$ cat config.mk
export PLATFORM = sky130hd
export DESIGN_NAME = db_cmd_initiator
export DESIGN_NICKNAME = d
export VERILOG_FILES = /design/src/rtl/db_pkg.sv /design/src/rtl/db_tx_serializer.sv /design/src/rtl/db_cmd_initiator.sv
export SDC_FILE = /design/constraint.sdc
export NUM_CORES = 1
export LEC_CHECK = 0
export CORE_MARGIN = 4
export CORE_UTILIZATION = 43
export DETAILED_ROUTE_END_ITERATION = 8
export GPL_ROUTABILITY_DRIVEN = 1
export HOLD_SLACK_MARGIN = 0.15
export PLACE_DENSITY = 0.79
export SETUP_SLACK_MARGIN = 0.02
export SLEW_MARGIN = 20
export SYNTH_ARGS = -nofsm -noshare
export SYNTH_HDL_FRONTEND = slang
export SYNTH_HIERARCHICAL = 1
export SYNTH_SLANG_ARGS = --single-unit
$ cat constraint.sdc
create_clock -name clk -period 2.2 [get_ports clk]
set_input_delay 0.44 -clock clk [delete_from_list [all_inputs] [get_ports clk]]
set_output_delay 0.44 -clock clk [all_outputs]
set_load 0.02 [all_outputs]
$ cat src/rtl/db_pkg.sv
// Shared types and helpers for the host-side debug command initiator.
package db_pkg;

  localparam int unsigned BYTE_W    = 8;
  localparam int unsigned WORD_W    = 32;
  localparam int unsigned RSP_BYTES = 5;
  localparam int unsigned RSP_W     = RSP_BYTES * BYTE_W;
  localparam int unsigned CNT_W     = 3;

  localparam logic [BYTE_W-1:0] STAT_OK    = 8'h00;
  localparam logic [BYTE_W-1:0] STAT_ERR   = 8'hFF;
  localparam logic [BYTE_W-1:0] STAT_BADOP = 8'hEE;

  typedef enum logic [BYTE_W-1:0] {
    OP_PAUSE    = 8'h01,
    OP_RESUME   = 8'h02,
    OP_RESET    = 8'h03,
    OP_READ_PC  = 8'h04,
    OP_REG_RD   = 8'h05,
    OP_REG_WR   = 8'h06,
    OP_MEM_RD_W = 8'h07,
    OP_MEM_WR_W = 8'h08,
    OP_MEM_RD_B = 8'h09,
    OP_MEM_WR_B = 8'h0A
  } opcode_e;

  typedef enum logic [2:0] {
    S_IDLE, S_GET_ADDR, S_GET_DATA, S_ISSUE, S_WAIT, S_BAD, S_SEND
  } state_e;

  typedef struct packed {
    logic pause;
    logic resume;
    logic reset_mcu;
    logic reg_rd;
    logic reg_wr;
    logic mem_rd;
    logic mem_wr;
  } cmd_t;

  function automatic logic op_known(input logic [BYTE_W-1:0] op);
    return (op >= 8'h01) && (op <= 8'h0A);
  endfunction

  // Argument bytes following the opcode: 0, 4 (addr) or 8 (addr + data).
  function automatic logic [3:0] arg_bytes(input logic [BYTE_W-1:0] op);
    case (op)
      OP_REG_RD, OP_MEM_RD_W, OP_MEM_RD_B: return 4'd4;
      OP_REG_WR, OP_MEM_WR_W, OP_MEM_WR_B: return 4'd8;
      default:                             return 4'd0;
    endcase
  endfunction

  function automatic logic is_read(input logic [BYTE_W-1:0] op);
    return (op == OP_REG_RD) || (op == OP_MEM_RD_W) ||
           (op == OP_MEM_RD_B) || (op == OP_READ_PC);
  endfunction

  function automatic logic is_byte(input logic [BYTE_W-1:0] op);
    return (op == OP_MEM_RD_B) || (op == OP_MEM_WR_B);
  endfunction

  function automatic cmd_t op_cmd(input logic [BYTE_W-1:0] op);
    cmd_t c;
    c = '0;
    case (op)
      OP_PAUSE:                 c.pause     = 1'b1;
      OP_RESUME:                c.resume    = 1'b1;
      OP_RESET:                 c.reset_mcu = 1'b1;
      OP_REG_RD:                c.reg_rd    = 1'b1;
      OP_REG_WR:                c.reg_wr    = 1'b1;
      OP_MEM_RD_W, OP_MEM_RD_B: c.mem_rd    = 1'b1;
      OP_MEM_WR_W, OP_MEM_WR_B: c.mem_wr    = 1'b1;
      default:                  c           = '0;
    endcase
    return c;
  endfunction

endpackage

$ cat src/rtl/db_tx_serializer.sv
// Streams up to five left-aligned response bytes to the UART transmitter.
module db_tx_serializer
  import db_pkg::*;
(
  input  logic               clk,
  input  logic               reset,
  input  logic               load,
  input  logic [RSP_W-1:0]   bytes,
  input  logic [CNT_W-1:0]   count,
  input  logic               tx_ready,
  output logic [BYTE_W-1:0]  tx_data,
  output logic               tx_valid,
  output logic               done
);

  logic [RSP_W-1:0] shreg_q;
  logic [CNT_W-1:0] left_q;

  // The head byte is always the one on the wire; shifting in zeros leaves tx_data 0 when idle.
  always_ff @(posedge clk) begin
    if (reset) begin
      shreg_q  <= '0;
      left_q   <= '0;
      tx_valid <= 1'b0;
      done     <= 1'b0;
    end else begin
      done <= 1'b0;
      if (load) begin
        shreg_q  <= bytes;
        left_q   <= count;
        tx_valid <= (count != '0);
      end else if (tx_valid && tx_ready) begin
        shreg_q <= {shreg_q[RSP_W-BYTE_W-1:0], BYTE_W'(0)};
        left_q  <= left_q - CNT_W'(1);
        if (left_q == CNT_W'(1)) begin
          tx_valid <= 1'b0;
          done     <= 1'b1;
        end
      end
    end
  end

  assign tx_data = shreg_q[RSP_W-1 -: BYTE_W];

endmodule

$ cat src/rtl/db_cmd_initiator.sv
// Host-side debug initiator: UART command frames in, one MCU transaction, response bytes out.
module db_cmd_initiator
  import db_pkg::*;
#(
  parameter int unsigned TIMEOUT_CYCLES = 50000000,
  parameter int unsigned BUSY_LIMIT     = 1000000
) (
  input  logic              clk,
  input  logic              reset,
  input  logic [7:0]        rx_data,
  input  logic              rx_valid,
  output logic [7:0]        tx_data,
  output logic              tx_valid,
  input  logic              tx_ready,
  input  logic [31:0]       pc,
  input  logic              mcu_busy,
  input  logic              error,
  input  logic [31:0]       d_rd,
  output logic              valid,
  output logic              pause,
  output logic              resume,
  output logic              reset_mcu,
  output logic              reg_rd,
  output logic              reg_wr,
  output logic              mem_rd,
  output logic              mem_wr,
  output logic              mem_rw_byte,
  output logic [31:0]       addr,
  output logic [31:0]       d_in
);

  localparam int unsigned CTR_W = 32;

  state_e              state_q, state_d;
  logic [BYTE_W-1:0]   opcode_q, opcode_d;
  logic [WORD_W-1:0]   addr_q, addr_d;
  logic [WORD_W-1:0]   d_in_q, d_in_d;
  logic [WORD_W-1:0]   pc_q, pc_d;
  logic [CTR_W-1:0]    tmo_q, tmo_d;
  logic [CTR_W-1:0]    busy_q, busy_d;
  logic [1:0]          byte_cnt_q, byte_cnt_d;
  cmd_t                cmd_q, cmd_d;
  logic                valid_q, valid_d;
  logic                mrb_q, mrb_d;

  logic                load_c;
  logic [RSP_W-1:0]    rsp_c;
  logic [CNT_W-1:0]    rsp_cnt_c;
  logic [BYTE_W-1:0]   op_c;
  logic [BYTE_W-1:0]   stat_c;
  logic [WORD_W-1:0]   rd_word_c;
  logic                ser_done;

  always_ff @(posedge clk) begin
    if (reset) begin
      state_q    <= S_IDLE;
      opcode_q   <= '0;
      addr_q     <= '0;
      d_in_q     <= '0;
      pc_q       <= '0;
      tmo_q      <= '0;
      busy_q     <= '0;
      byte_cnt_q <= '0;
      cmd_q      <= '0;
      valid_q    <= 1'b0;
      mrb_q      <= 1'b0;
    end else begin
      state_q    <= state_d;
      opcode_q   <= opcode_d;
      addr_q     <= addr_d;
      d_in_q     <= d_in_d;
      pc_q       <= pc_d;
      tmo_q      <= tmo_d;
      busy_q     <= busy_d;
      byte_cnt_q <= byte_cnt_d;
      cmd_q      <= cmd_d;
      valid_q    <= valid_d;
      mrb_q      <= mrb_d;
    end
  end

  always_comb begin
    state_d    = state_q;
    opcode_d   = opcode_q;
    addr_d     = addr_q;
    d_in_d     = d_in_q;
    pc_d       = pc_q;
    tmo_d      = tmo_q;
    busy_d     = busy_q;
    byte_cnt_d = byte_cnt_q;
    cmd_d      = '0;
    valid_d    = 1'b0;
    mrb_d      = 1'b0;
    load_c     = 1'b0;
    rsp_c      = '0;
    rsp_cnt_c  = '0;
    op_c       = (state_q == S_IDLE) ? rx_data : opcode_q;
    stat_c     = (!mcu_busy && !error) ? STAT_OK : STAT_ERR;
    rd_word_c  = is_byte(opcode_q) ? {24'h0, d_rd[7:0]} : d_rd;

    case (state_q)
      S_IDLE: begin
        if (rx_valid) begin
          opcode_d   = rx_data;
          byte_cnt_d = '0;
          tmo_d      = '0;
          pc_d       = pc;
          if (!op_known(rx_data))               state_d = S_BAD;
          else if (arg_bytes(rx_data) != 4'd0)  state_d = S_GET_ADDR;
          else                                  state_d = S_ISSUE;
        end
      end
      S_GET_ADDR: begin
        if (rx_valid) begin
          addr_d     = {addr_q[23:0], rx_data};
          tmo_d      = '0;
          byte_cnt_d = byte_cnt_q + 2'd1;
          if (byte_cnt_q == 2'd3)
            state_d = (arg_bytes(opcode_q) == 4'd8) ? S_GET_DATA : S_ISSUE;
        end else if (tmo_q == CTR_W'(TIMEOUT_CYCLES - 1)) begin
          state_d = S_IDLE;
        end else begin
          tmo_d = tmo_q + CTR_W'(1);
        end
      end
      S_GET_DATA: begin
        if (rx_valid) begin
          d_in_d     = {d_in_q[23:0], rx_data};
          tmo_d      = '0;
          byte_cnt_d = byte_cnt_q + 2'd1;
          if (byte_cnt_q == 2'd3) state_d = S_ISSUE;
        end else if (tmo_q == CTR_W'(TIMEOUT_CYCLES - 1)) begin
          state_d = S_IDLE;
        end else begin
          tmo_d = tmo_q + CTR_W'(1);
        end
      end
      S_ISSUE: begin
        busy_d = '0;
        // Read-PC never touches the MCU; answer straight from the sampled pc.
        if (opcode_q == OP_READ_PC) begin
          load_c    = 1'b1;
          rsp_c     = {pc_q, STAT_OK};
          rsp_cnt_c = CNT_W'(5);
          state_d   = S_SEND;
        end else begin
          state_d = S_WAIT;
        end
      end
      S_WAIT: begin
        if (!mcu_busy || busy_q == CTR_W'(BUSY_LIMIT - 1)) begin
          load_c  = 1'b1;
          state_d = S_SEND;
          if (is_read(opcode_q)) begin
            rsp_c     = {rd_word_c, stat_c};
            rsp_cnt_c = CNT_W'(5);
          end else begin
            rsp_c     = {stat_c, 32'h0};
            rsp_cnt_c = CNT_W'(1);
          end
        end else begin
          busy_d = busy_q + CTR_W'(1);
        end
      end
      S_BAD: begin
        load_c    = 1'b1;
        rsp_c     = {STAT_BADOP, 32'h0};
        rsp_cnt_c = CNT_W'(1);
        state_d   = S_SEND;
      end
      S_SEND: begin
        if (ser_done) state_d = S_IDLE;
      end
      default: state_d = S_IDLE;
    endcase

    // Strobes are registered so they line up with the single ISSUE cycle.
    if (state_d == S_ISSUE) begin
      cmd_d   = op_cmd(op_c);
      valid_d = |cmd_d;
      mrb_d   = is_byte(op_c);
    end
  end

  db_tx_serializer u_ser (
    .clk      (clk),
    .reset    (reset),
    .load     (load_c),
    .bytes    (rsp_c),
    .count    (rsp_cnt_c),
    .tx_ready (tx_ready),
    .tx_data  (tx_data),
    .tx_valid (tx_valid),
    .done     (ser_done)
  );

  assign valid       = valid_q;
  assign pause       = cmd_q.pause;
  assign resume      = cmd_q.resume;
  assign reset_mcu   = cmd_q.reset_mcu;
  assign reg_rd      = cmd_q.reg_rd;
  assign reg_wr      = cmd_q.reg_wr;
  assign mem_rd      = cmd_q.mem_rd;
  assign mem_wr      = cmd_q.mem_wr;
  assign mem_rw_byte = mrb_q;
  assign addr        = addr_q;
  assign d_in        = d_in_q;

endmodule

=== Word-level counts from Yosys, hierarchy flattened ===
Index checks and enable logic that the tools add are counted.

* $add $sub $neg: 4
* Magnitude comparators: 2
* Equality and inequality tests: 38
* Muxes and demuxes: 66
* Bitwise operators: 2
* Reduce and logical (&&, ||, !) cells: 35

{| class="wikitable"
|+ Operators with widths
! operator !! number
|-
| 2-to-1 mux 40 bit || 5
|-
| 2-to-1 mux 32 bit || 5
|-
| case mux 32 bit (2 select lines) || 2
|-
| case mux 40 bit (3 select lines) || 1
|-
| equality test 8 x 3 -> 1 bit, second input constant || 10
|-
| equality test 8 x 4 -> 1 bit, second input constant || 9
|-
| adder 32 x 1 -> 32 bit, second input constant || 2
|-
| 2-to-1 mux 3 bit || 14
|-
| equality test 32 x 20 -> 1 bit, second input constant || 1
|-
| equality test 32 x 26 -> 1 bit, second input constant || 1
|-
| 2-to-1 mux 4 bit || 6
|-
| 2-to-1 mux 1 bit || 21
|-
| case mux 3 bit (7 select lines) || 1
|-
| equality test 8 x 2 -> 1 bit, second input constant || 2
|-
| 2-to-1 mux 8 bit || 2
|-
| case mux 4 bit (2 select lines) || 2
|-
| OR reduction 3 bit || 5
|-
| AND reduction 2 bit || 5
|-
| equality test 3 x 2 -> 1 bit, second input constant || 3
|-
| equality test 3 bit, second input constant || 3
|-
| case mux 3 bit (3 select lines) || 1
|-
| equality test 8 x 1 -> 1 bit, second input constant || 1
|-
| greater-or-equal comparator 8 x 1 -> 1 bit, second input constant || 1
|-
| <= comparator 8 x 4 -> 1 bit, second input constant || 1
|-
| other kinds (22) || 43
|}

* Register bits after elaboration: 227
* Output and inout bits: 82

=== Depth between registers and ports, before layout ===
Gate-level depths: netlist (run 1).

* Word-level depth: 14
* Gate-level depth with buffers: 11
* Gate-level depth less buffers: 9

=== Hierarchy ===
The synthesis (run 1) kept the hierarchy.

{| class="wikitable"
|+ Modules (own cells, without submodules)
! module !! instances !! cells an instance !! area each (sq um) !! seq. area each (sq um)
|-
| db_cmd_initiator || 1 || 1038 || 8112.8 || 3643.5
|-
| db_tx_serializer || 1 || 256 || 2213.4 || 900.9
|}

=== Worst setup path before layout (run 1) ===
OpenSTA, ideal clock, no wires.

* Kind: reg2reg
* Start: register tmo_q[7]
* End: register mrb_q (netlist: mem_rw_byte)
* Library setup time: 0.138 ns
* Arrival time: 2.196 ns
* Data required time: 2.062 ns
* Setup slack: -0.134 ns
* Stages on the path, launching flop included: 7
* Buffers on the path: 1
* Clock period less this slack: 2.334 ns
* Path through: dfxtp_1 or4b_1 or4_1 or3b_1 buf_2 a31oi_4 a2111oi_1

* Word-level cells in the longest chain between the ends: 7
* Elaborated cells between the ends (all ways): 8
* Those cells by class: 2 x eq/ne; 4 x mux; 1 x bitwise; 1 x reduce/logical

{| class="wikitable"
|+ RTL lines
! item !! line !! text
|-
| start, declared || db_cmd_initiator.sv:39 || <nowiki>logic [CTR_W-1:0] tmo_q, tmo_d;</nowiki>
|-
| start signal, assigned || db_cmd_initiator.sv:73 || <nowiki>tmo_q <= tmo_d;</nowiki>
|-
| equality test 32 x 26 -> 1 bit * || db_cmd_initiator.sv:120, db_cmd_initiator.sv:132 ||
|-
| 2-to-1 mux 3 bit * || db_cmd_initiator.sv:120, db_cmd_initiator.sv:132 ||
|-
| 2-to-1 mux 3 bit, on equally long branches || db_cmd_initiator.sv:127, db_cmd_initiator.sv:114 ||
|-
| case mux 3 bit (7 select lines) * || db_cmd_initiator.sv:101 || <nowiki>case (state_q)</nowiki>
|-
| equality test 3 x 2 -> 1 bit * || db_cmd_initiator.sv:178 || <nowiki>if (state_d == S_ISSUE) begin</nowiki>
|-
| NOT 1 bit (no source line) * || n/a ||
|-
| OR reduction 2 bit (no source line) * || n/a ||
|-
| end signal, assigned || db_cmd_initiator.sv:78 || <nowiki>mrb_q <= mrb_d;</nowiki>
|-
| end, declared || db_cmd_initiator.sv:44 || <nowiki>logic mrb_q, mrb_d;</nowiki>
|}

Mark *: on every way between the ends. The rest lies on a longest branch, timed or not.
A chain may end at the register's enable or synchronous reset.

=== Worst setup path in the final report (run 1) ===
* Start: register tmo_q[31]
* End: register cmd_q, in the netlist resume

* Word-level cells in the longest chain between the ends: 7
* Elaborated cells between the ends (all ways): 8
* Those cells by class: 2 x eq/ne; 4 x mux; 1 x bitwise; 1 x reduce/logical

{| class="wikitable"
|+ RTL lines
! item !! line !! text
|-
| equality test 32 x 26 -> 1 bit * || db_cmd_initiator.sv:120, db_cmd_initiator.sv:132 ||
|-
| 2-to-1 mux 3 bit * || db_cmd_initiator.sv:120, db_cmd_initiator.sv:132 ||
|-
| 2-to-1 mux 3 bit, on equally long branches || db_cmd_initiator.sv:127, db_cmd_initiator.sv:114 ||
|-
| case mux 3 bit (7 select lines) * || db_cmd_initiator.sv:101 ||
|-
| equality test 3 x 2 -> 1 bit * || db_cmd_initiator.sv:178 ||
|-
| NOT 1 bit (no source line) * || n/a ||
|-
| OR reduction 2 bit (no source line) * || n/a ||
|-
| end signal, assigned || db_cmd_initiator.sv:76 || <nowiki>cmd_q <= cmd_d;</nowiki>
|-
| end, declared || db_cmd_initiator.sv:42 || <nowiki>cmd_t cmd_q, cmd_d;</nowiki>
|}

Marks and branches as above.

==> results of run 1 <==
[layer usage]
| metal | vias up | global-route usage |
|---|---|---|
| li1 | 4999 | - |
| met1 | 4972 | 0.285 |
| met2 | 416 | 0.359 |
| met3 | 81 | 0.0623 |
| met4 | 0 | 0.0713 |
| met5 | - | 0 |
[layout make-up]
| type | instances | area share |
|---|---|---|
| multi-input combinational | 957 | 0.392 |
| sequential | 227 | 0.318 |
| timing repair buffer | 306 | 0.203 |
| clock buffer | 32 | 0.0489 |
| tap | 319 | 0.0278 |
| clock inverter | 10 | 0.00733 |
| inverter | 11 | 0.00288 |
[path summary, 6_finish.rpt]
kind              slack (ns)   endpoint  depth (start not counted)
setup / recovery       -0.13     resume                          5
hold / removal          0.24  busy_q[1]                          2
setup reg to reg       -0.13     resume                          5
hold reg to reg         0.45   addr[24]                          2
[timing repair]
| item | CTS | global route |
|---|---|---|
| hold endpoints to repair | 0 | 0 |
| cloned | 4 | 5 |
| buffers inserted | 3 | 10 |
| pin swaps | 24 | 26 |
| setup endpoints to repair | 61 | 75 |
| gates resized for setup | 34 | 52 |
| hold buffers | 0 | 0 |
[worst max-delay path, delay by kind of cell, from the launching register on]
family           cells  cell delay, ns
AND/OR/NAND/NOR      4            1.59
AO/OA/AOI/OAI        1            0.30
flip-flops           1            0.32
[state kept, by name, summed over array words and instances, names as in the netlist, 2 cells and up]
| register | count |
|---|---|
| pc_q | 32 |
| tmo_q | 32 |
| d_in | 32 |
| addr | 32 |
| state_q | 3 |
| u_ser/left_q | 3 |
| byte_cnt_q | 2 |
| u_ser/shreg_q | 40 |
| busy_q | 32 |
| opcode_q | 8 |
[layout by cell type, fill, tap and decap left out, drive strengths merged, types with 20 or more instances in the layout]
| cell | n |
|---|---|
| xnor2 | 28 |
| a22o | 20 |
| nor3 | 45 |
| buf | 144 |
| and3 | 42 |
| nor2 | 70 |
| nand3 | 27 |
| clkbuf | 36 |
| a21oi | 168 |
| nand4 | 28 |
| nor4 | 20 |
| nand2 | 262 |
| clkdlybuf4s50 | 158 |
| nor2b | 39 |
| o21ai | 23 |
| a211oi | 38 |
| dfxtp | 227 |
[kinds of logic (layout without fill, tap and decap cells)]
kind of cell	count (synthesis)	after routing
adders and majority gates	5	5
xor gates and xnor gates	44	44
other	1	2
buffers and inverters	115	359
AOI/OAI and AO/OA	290	291
and+or+nand+nor	601	604
DFF	227	227
muxes	11	11
[power by group through the flow]
stage	Clock (mW)	Combinational, mW	Sequential, mW
3_3_place_gp	0	2.05	4.61
4_1_cts	4.19	2.18	4.53
5_1_grt	4.36	2.53	4.56
3_5_place_dp	0	2.09	4.62
6_report	4.14	2.35	4.54
2_1_floorplan	0	1.30	4.58
[per-stage QoR]
stage / setup TNS, ns / util
global route: -4.18 / 0.609
global placement: -4.96 / 0.551
floorplan: -0.348 / -
detailed placement: -6.76 / 0.551
finish: -1.79 / 0.609
CTS: -1.85 / 0.594
==> summary.md, run 1 <==
| Metric | Value |
|---|---|
| Layout fillers | `2038` |
| Final Cycle Share | `1.06` |
| Ys Warns | `6` |
| Drt pass-1 iters | `5` |
| Finished Layout Cells | `1862` |
| Worst vdd ir | `about 0.53 mV` |
| Power Internal | `7.87 mW` |
| Maximum root-to-sink buffer count | `3` |
| HP Start | `reset` |
| Initial antenna violation count | `0` |
| Psw | `3.16 mW` |
| Top cell type's share of synthesized area | `0.440` |
| Clock skew | `around 0.0090 ns` |
| Async SR Flop Fraction | `0` |
| Clock transition at path regs | `roughly 0.060 ns` |
| Cells after Synth | `1294` |
| CP endpoint kind | `register` |
| Metal3 WL | `2650 um` |
| Core area | `23500 um^2` |
| Max-cap viol count | `0` |
| Worst path slowest cell | `or4b_4` |
| Via count | `10500` |
| CTS H-Tree Depth | `1` |
| Cell row count | `56` |
| Avg WL per Cell | `about 17 um` |
| Peak fanout along the critical path | `5` |
| Crit start category | `register` |
| Post-DP Area | `13000 um^2` |
| Hold Slack | `0.243 ns` |
| Primary FF master, synth | `dfxtp_1` |
| CP max stage delay | `approximately 0.52 ns` |
| Post-layout min period | `around 2.3 ns` |
| Top layer in use | `met4` |
| Final Wtd Congestion | `between 0.8 and 0.9` |
| Full die area | `26600 um^2` |
| Violated checks | `negative setup slack` |
| Number of remaining DRC errors | `0` |
| Run status | `complete, but fails checks` |
| Worst slew pin tran | `0.506 ns` |
| Avg Inst Size Synth | `7.98 um^2` |
| Combinational Power Share | `0.213` |
| Crit. Startpoint | `tmo_q[31]` |
| XOR/XNOR Fraction of Synth Area | `0.0373` |
| P_leak | `5.25 nW` |
| Final Max Tran Viols | `0` |
| CTS buffer count | `25` |
| Port buffer count | `about 160` |
| Setup WS post-layout | `-0.125 ns` |
| Synth Register Bits | `227` |
| First-pass GRT wire length | `49400 um` |
| Mux share of post-synthesis cell area | `0.0109` |
| Worst skew pair latency | `0.51 ns` |
| Hold WC Path Type | `primary input to register` |
| CP Cell Sequence | `or4b_4 -> or4_4 -> or3b_4 -> a31oi_4 -> nor4_2` |
| Fmax | `roughly 430 MHz` |
| GRT Total Usage | `0.221` |
| Final Hold Violating Endpoints | `0` |
| RSZ-0062 raised after global routing | `true` |
| Largest net degree at the start of global routing | `87` |
| Setup violations, final | `26` |
| Worst Path Required | `2.59 ns` |
| WL met1 | `roughly 13000 um` |
| Met2 Wirelength | `14700 um` |
| Pre-CTS setup slack | `-0.498 ns` |
| Pwr dens | `~770 nW/um^2` |
| Count leader, synth | `nand2_1` |
| Share of layout cells above drive strength 1 | `0.180` |
| Yosys cell types | `64` |
| Number of enable flip-flop cells after synthesis | `0` |
| Vias in the first global route | `10000` |
| Clock Root Buffer | `clkbuf_16` |
| CP Data Arrival Time | `2.71 ns` |
| Sequential area share after synthesis | `0.440` |
| Vias per cell | `5.62` |
| Chip height | `~160 um` |
| Placed cell count | `1800` |
| # diodes | `0` |
| Final #Nets | `1611` |
| Gr ovfl total | `0` |
| Dominant cells by area after synthesis | `dfxtp_1 (44%), nand2_1 (9.5%), a21oi_1 (8.1%)` |
| Area of the multi-input gates | `5620 um^2` |
| TritonCTS clock tree | `done` |
| Final ANT Viol Nets | `0` |
| Post-synth top area cell | `dfxtp_1` |
| Power, Total | `11.0 mW` |
| Sequential share of power | `0.412` |
| Simple-gate share of the synthesized area | `0.284` |
| Post-Layout Inst Area | `14300 um^2` |
| Reg2reg start | `tmo_q[31]` |
| Synth Area in Compound Gates | `0.172` |
| Final WL | `about 32000 um` |
| I/O Pins | `between 150 and 200` |
| Detailed placement HPWL | `approximately 21000 um` |
| Crit Path Class | `register to register` |
| Cell Area, Synth | `10300 um^2` |
| Initial Utilization | `0.439` |
| Area delta synth->final | `38.9%` |
| Post-synth top cells | `nand2_1 (261), dfxtp_1 (227), a21oi_1 (167), clkbuf_1 (74), nor2_1 (70)` |
| Largest family of logic cells by synthesized area | `simple AND/OR/NAND/NOR gates` |
| Die width | `about 160 um` |
| Max-slew headroom | `0.653` |
| Clock share of power | `0.375` |
| Seq. cell area | `4560 um^2` |
| DR iter-0 viols | `957` |
| Switching share of power | `0.286` |
| Clock Sink Count | `227` |
| Post-Synth Adder-Cell Area | `0.00606` |
No activity file was read; power rests on OpenSTA's default activity.
==> run 2: changes to the inputs <==
--- a/config.mk
+++ b/config.mk
@@ -12,6 +12,7 @@
 export HOLD_SLACK_MARGIN = 0.15
 export PLACE_DENSITY = 0.79
 export SETUP_SLACK_MARGIN = 0.02
+export SKIP_CTS_REPAIR_TIMING = 1
 export SLEW_MARGIN = 20
 export SYNTH_ARGS = -nofsm -noshare
 export SYNTH_HDL_FRONTEND = slang
==> run 2 against run 1 <==
Effect of this change:
- the run still ends with negative setup slack left
- via count fell by 0.67%
- critical path depth is the same
- final area fell by 1.0%
==> summary.md, run 2 (synthesis results as in run 1) <==
| Metric | Value |
|---|---|
| CTS buffer count | `25 (unchanged)` |
| Pwr dens | `772 nW/um^2 (was 769 nW/um^2)` |
| Core area | `23500 um^2 (unchanged)` |
| Drt pass-1 iters | `8 (was 5)` |
| Final Cycle Share | `1.07 (was 1.06)` |
| CP max stage delay | `0.51 ns (was 0.52 ns)` |
| Setup tns final | `-1.48 ns (was -1.79 ns)` |
| Gr ovfl total | `0 (unchanged)` |
| Peak fanout along the critical path | `5 (unchanged)` |
| Share of layout cells above drive strength 1 | `0.178 (was 0.180)` |
| Vias per cell | `5.61 (was 5.62)` |
| Violated checks | `negative setup slack (unchanged)` |
| Crit start category | `register (unchanged)` |
| Initial antenna violation count | `0 (unchanged)` |
| Max-cap viol count | `0 (unchanged)` |
| Biggest register | `u_ser/shreg_q (unchanged)` |
| Hold WC Path Type | `primary input to register (unchanged)` |
| Largest register FFs | `40 (unchanged)` |
| WP buf/inv | `0 (unchanged)` |
| Hold Path Stages | `2 (unchanged)` |
| Area delta synth->final | `37.5% (was 38.9%)` |
| Worst Path Required | `2.59 ns (about the same)` |
| Crit Path Class | `register to register (unchanged)` |
| Die width | `163 um (unchanged)` |
| Port buffer count | `159 (unchanged)` |
| Final Hold Violating Endpoints | `0 (unchanged)` |
| Max-slew headroom | `0.641 (was 0.653)` |
| Largest net degree at the start of global routing | `87 (unchanged)` |
| Worst slew pin tran | `0.524 ns (was 0.506 ns)` |
| R2R depth | `5 (unchanged)` |
| Setup WS post-layout | `-0.151 ns (was -0.125 ns)` |
| Fmax | `425 MHz (was 430 MHz)` |
| Vias in the first global route | `9861 (was 10000)` |
| Maximum root-to-sink buffer count | `3 (unchanged)` |
| Worst path depth | `5 (unchanged)` |
| Setup violations, final | `18 (was 26)` |
| Detailed placement HPWL | `20600 um (unchanged)` |
| Worst skew pair latency | `0.51 ns (about the same)` |
| Most frequent cells in the layout | `nand2_1 (258), dfxtp_1 (218), a21oi_1 (165) (was nand2_1 (260), dfxtp_1 (219), a21oi_1 (164))` |
| Final Wtd Congestion | `0.876 (unchanged)` |
| Clock transition at path regs | `0.06 ns (about the same)` |
| RSZ-0062 raised after global routing | `true (unchanged)` |
| CP endpoint kind | `register (unchanged)` |
| Avg WL per Cell | `16.7 um (was 17.0 um)` |
| P_leak | `5.17 nW (was 5.25 nW)` |
| Clock Root Buffer | `clkbuf_16 (unchanged)` |
| CTS H-Tree Depth | `1 (unchanged)` |
| Final #Nets | `1604 (was 1611)` |
| Placed cell count | `1800 (unchanged)` |
| DR iter-0 viols | `1027 (was 957)` |
| Run status | `complete, but fails checks (unchanged)` |
| Finished Layout Cells | `1855 (was 1862)` |
| Post-layout min period | `2.35 ns (was 2.33 ns)` |
| Via count | `10400 (was 10500)` |
| I/O Pins | `160 (unchanged)` |
| Initial Utilization | `0.439 (unchanged)` |
| Most common cell after layout, fill and taps aside | `nand2_1 (unchanged)` |
| First-pass GRT wire length | `48000 um (was 49400 um)` |
| Final ANT Viol Nets | `0 (unchanged)` |
| Final Max Tran Viols | `0 (unchanged)` |
| Worst vdd ir | `0.543 mV (was 0.527 mV)` |
| Final WL | `31000 um (was 31700 um)` |
| GRT Total Usage | `0.214 (was 0.221)` |
| CP Data Arrival Time | `2.74 ns (was 2.71 ns)` |
| Number of remaining DRC errors | `0 (unchanged)` |
| Cell row count | `56 (unchanged)` |
| TritonCTS clock tree | `done (unchanged)` |
| Full die area | `26600 um^2 (unchanged)` |
| Chip height | `163 um (unchanged)` |
| Clock Sink Count | `227 (unchanged)` |
| Worst path slowest cell | `or4b_1 (was or4b_4)` |
| CP Cell Sequence | `or4b_1 -> or4_4 -> or3b_4 -> a31oi_4 -> nor4_1 (was or4b_4 -> or4_4 -> or3b_4 -> a31oi_4 -> nor4_2)` |
| Clock skew | `0.0108 ns (was 0.00900 ns)` |
| # diodes | `0 (unchanged)` |
| Worst path top cell family by delay | `simple AND/OR/NAND/NOR gates (unchanged)` |
==> run 2: cell types whose count changed in the layout (fill, tap and decap cells not counted), moves of 3 or more <==
cell,change
buf_4,+3
nor2b_2,-5
nor2b_1,+5
clkbuf_16,-4
==> run 2: worst register-to-register path: cells and delay by family, from the launching register on <==
kind | cells | cell delay [ns]
flops | 1 | 0.32
simple gates | 4 | 1.59
compound gates | 1 | 0.33
==> run 2: report_power, final <==
part	internal [mW]	switching, mW	leakage [nW]	total (mW)
Combinational	0.992	1.29	2.93	2.28
Sequential	4.36	0.177	1.84	4.54
Clock	2.47	1.67	0.398	4.14
==> run 2: cell type report <==
| type | count | area, um^2 |
|---|---|---|
| Inverter | 11 | 41.3 |
| Timing Repair Buffer | 299 | 2760 |
| Fill cell | 2044 | 9340 |
| Tap cell | 319 | 399 |
| Clock buffer | 32 | 702 |
| Multi-Input combinational cell | 957 | 5640 |
| Clock inverter | 10 | 105 |
| Sequential cell | 227 | 4560 |
==> run 2: routing by layer <==
metal  global-route usage  wire length [um]  vias to the layer above  share of wire
met1                0.279             13200                     4961           0.43
met3               0.0554              2490                       62          0.080
met4               0.0625               736                        0          0.024
met5                    0                 0                        -              0
li1                     -                 -                     4981              -
met2                0.350             14600                      394           0.47
==> run 2: metrics by stage <==
stage	power [mW]	area, um^2	hold slack [ns]	worst slack [ns]	utilization
3_3_place_gp	6.66	13000	0.442	-0.417	0.551
6_report	11.0	14200	0.239	-0.151	0.603
5_1_grt	11.4	14200	0.229	-0.203	0.603
3_5_place_dp	6.71	13000	0.449	-0.498	0.551
2_1_floorplan	5.88	10400	0.436	-0.0484	-
4_1_cts	10.8	13800	0.231	-0.277	0.586
==> run 2: final timing paths <==
path              from   endpoint  slack (ns)
max          tmo_q[31]     resume       -0.15
min              reset  busy_q[1]        0.24
max reg2reg  tmo_q[31]     resume       -0.15
min reg2reg   addr[24]   addr[24]        0.45
==> run 3: changes to the inputs <==
--- a/config.mk
+++ b/config.mk
@@ -7,6 +7,7 @@
 export LEC_CHECK = 0
 export CORE_MARGIN = 4
 export CORE_UTILIZATION = 43
+export CTS_CLUSTER_DIAMETER = 60
 export DETAILED_ROUTE_END_ITERATION = 8
 export GPL_ROUTABILITY_DRIVEN = 1
 export HOLD_SLACK_MARGIN = 0.15
==> run 3 against run 2 <==
Effect of this change:
- routed wire length grew 0.18%
- core utilization grew 0.16 points
- final cell count grew 0.16%
- flip-flop and latch count is the same
- power grew 0.22%
- critical path depth is the same
- die area is the same
- maximum frequency grew 0.94%
- the flow still finishes with violations (negative setup slack)
- non-clock buffer count grew 1
==> summary.md, run 3 (synthesis results as in run 1) <==
| Metric | Value |
|---|---|
| Run status | `complete, but fails checks (unchanged)` |
| Violated checks | `negative setup slack (unchanged)` |
| Worst path slowest cell | `or4_4 (was or4b_1)` |
| TritonCTS clock tree | `done (unchanged)` |
| CP Data Arrival Time | `2.73 ns (was 2.74 ns)` |
| Biggest register | `u_ser/shreg_q (unchanged)` |
| Core area | `23500 um^2 (unchanged)` |
| Largest net degree at the start of global routing | `87 (unchanged)` |
| Worst slew pin tran | `0.537 ns (was 0.524 ns)` |
| Final WL | `31100 um (was 31000 um)` |
| Area delta synth->final | `37.9% (was 37.5%)` |
| Setup WS post-layout | `-0.129 ns (was -0.151 ns)` |
| Setup violations, final | `25 (was 18)` |
| Post-layout min period | `2.33 ns (was 2.35 ns)` |
| Detailed placement HPWL | `20600 um (unchanged)` |
| Initial Utilization | `0.439 (unchanged)` |
| Max-slew headroom | `0.631 (was 0.641)` |
| Chip height | `163 um (unchanged)` |
| CP max stage delay | `0.51 ns (about the same)` |
| Gr ovfl total | `0 (unchanged)` |
| Port buffer count | `159 (unchanged)` |
| Full die area | `26600 um^2 (unchanged)` |
| Maximum root-to-sink buffer count | `3 (unchanged)` |
| Final #Nets | `1606 (was 1604)` |
| Worst skew pair latency | `0.52 ns (was 0.51 ns)` |
| Via count | `10400 (about the same)` |
| Initial antenna violation count | `0 (unchanged)` |
| Most common cell after layout, fill and taps aside | `nand2_1 (unchanged)` |
| Final Hold Violating Endpoints | `0 (unchanged)` |
| Peak fanout along the critical path | `5 (unchanged)` |
| DR iter-0 viols | `861 (was 1027)` |
| Pwr dens | `771 nW/um^2 (was 772 nW/um^2)` |
| Clock transition at path regs | `0.06 ns (about the same)` |
| Layer with the highest usage | `met2 (unchanged)` |
| CTS buffer count | `26 (was 25)` |
| # diodes | `0 (unchanged)` |
| Vias in the first global route | `9929 (was 9861)` |
| RSZ-0062 raised after global routing | `true (unchanged)` |
| Drt pass-1 iters | `5 (was 8)` |
| Pre-CTS setup slack | `-0.498 ns (unchanged)` |
| Most frequent cells in the layout | `nand2_1 (258), dfxtp_1 (218), a21oi_1 (164) (was nand2_1 (258), dfxtp_1 (218), a21oi_1 (165))` |
| GRT met1 Usage | `0.280 (was 0.279)` |
| Met2 GRT Util | `0.348 (was 0.350)` |
| Power, Total | `11.0 mW (about the same)` |
| Critical R2R Capture | `state_q[0] (was resume)` |
| Crit path to | `state_q[0] (was resume)` |
| Final ANT Viol Nets | `0 (unchanged)` |
| GRT Total Usage | `0.214 (about the same)` |
| Clock Root Buffer | `clkbuf_16 (unchanged)` |
| Share of layout cells above drive strength 1 | `0.176 (was 0.178)` |
| Clock Sink Count | `227 (unchanged)` |
| CP Cell Sequence | `or4b_1 -> or4_4 -> or3b_4 -> a31oi_4 -> inv_1 (was or4b_1 -> or4_4 -> or3b_4 -> a31oi_4 -> nor4_1)` |
| Crit Path Class | `register to register (unchanged)` |
| Post-Layout Inst Area | `14200 um^2 (about the same)` |
| R2R depth | `5 (unchanged)` |
| Die width | `163 um (unchanged)` |
| Final Max Tran Viols | `0 (unchanged)` |
| Worst Path Required | `2.60 ns (was 2.59 ns)` |
| Crit. Startpoint | `tmo_q[31] (unchanged)` |
| Global Route met3 Usage | `0.0567 (was 0.0554)` |
| Final Cycle Share | `1.06 (was 1.07)` |
| P_leak | `5.19 nW (was 5.17 nW)` |
| Fmax | `429 MHz (was 425 MHz)` |
| Crit start category | `register (unchanged)` |
| Max-cap viol count | `0 (unchanged)` |
| CTS H-Tree Depth | `1 (unchanged)` |
| Vias per cell | `5.59 (was 5.61)` |
| Clock skew | `0.0124 ns (was 0.0108 ns)` |
| Final Wtd Congestion | `0.876 (unchanged)` |
| FF-to-FF setup slack | `-0.13 ns (was -0.15 ns)` |
| Post-DP Area | `13000 um^2 (unchanged)` |
| I/O Pins | `160 (unchanged)` |
| First-pass GRT wire length | `48100 um (was 48000 um)` |
| Largest register FFs | `40 (unchanged)` |
| CP endpoint kind | `register (unchanged)` |
| Cell row count | `56 (unchanged)` |
| Hold WC Path Type | `primary input to register (unchanged)` |
| Reg2reg start | `tmo_q[31] (unchanged)` |
| Number of remaining DRC errors | `0 (unchanged)` |
| Worst vdd ir | `0.603 mV (was 0.543 mV)` |
| Avg WL per Cell | `16.7 um (about the same)` |
==> run 3: cell types whose count changed in the layout (fill, tap and decap cells not counted), moves of 2 or more <==
cell	previous run	this run
clkinvlp_4	2	0
clkinv_2	6	4
clkbuf_16	25	27
o21ai_0	19	13
o21ai_1	1	7
clkbuf_1	2	7
==> run 3: where the power goes <==
part / internal [mW] / switching (mW) / total [mW]
combinational: 0.996 / 1.29 / 2.28
clock: 2.48 / 1.68 / 4.16
sequential: 4.36 / 0.176 / 4.54
==> run 3: cell type report <==
class | instances | area (um^2)
clock buffers | 38 | 757
clock inverters | 6 | 58.8
fillers | 2050 | 9300
inverters | 11 | 41.3
multi-input cells | 957 | 5640
flip-flops and latches | 227 | 4560
well taps | 319 | 399
repair buffers | 300 | 2790
==> run 3: stage by stage <==
step           instances  hold WS, ns  setup TNS, ns  utilization
2_1_floorplan       1295        0.436         -0.348            -
3_3_place_gp        1800        0.442          -4.96        0.551
3_5_place_dp        1800        0.449          -6.76        0.551
4_1_cts             1844        0.216          -5.05        0.586
5_1_grt             1858        0.215          -4.00        0.605
6_report            1858        0.230          -1.77        0.605
==> run 3: worst max-delay path: cells and delay by family, from the launching register on <==
| kind | cells | cell delay [ns] |
|---|---|---|
| simple gates | 3 | 1.48 |
| compound gates | 1 | 0.33 |
| flops | 1 | 0.32 |
| buf+inv | 1 | 0.07 |
==> run 3: how the worst min path moves through the flow <==
stage,start,end,cells past startpoint
after global routing,reset,busy_q[1],2
after floorplan,pc_q[11],pc_q[11],2
after CTS,reset,busy_q[1],2
after detailed placement,d_in[29],d_in[29],2
final,reset,busy_q[1],2
after global placement,addr[25],addr[25],2
==> run 3: layer usage <==
layer,part of all wire,vias up
met5,0,-
met4,0.027,0
met3,0.078,67
met2,0.47,389
met1,0.43,4946
li1,-,4985
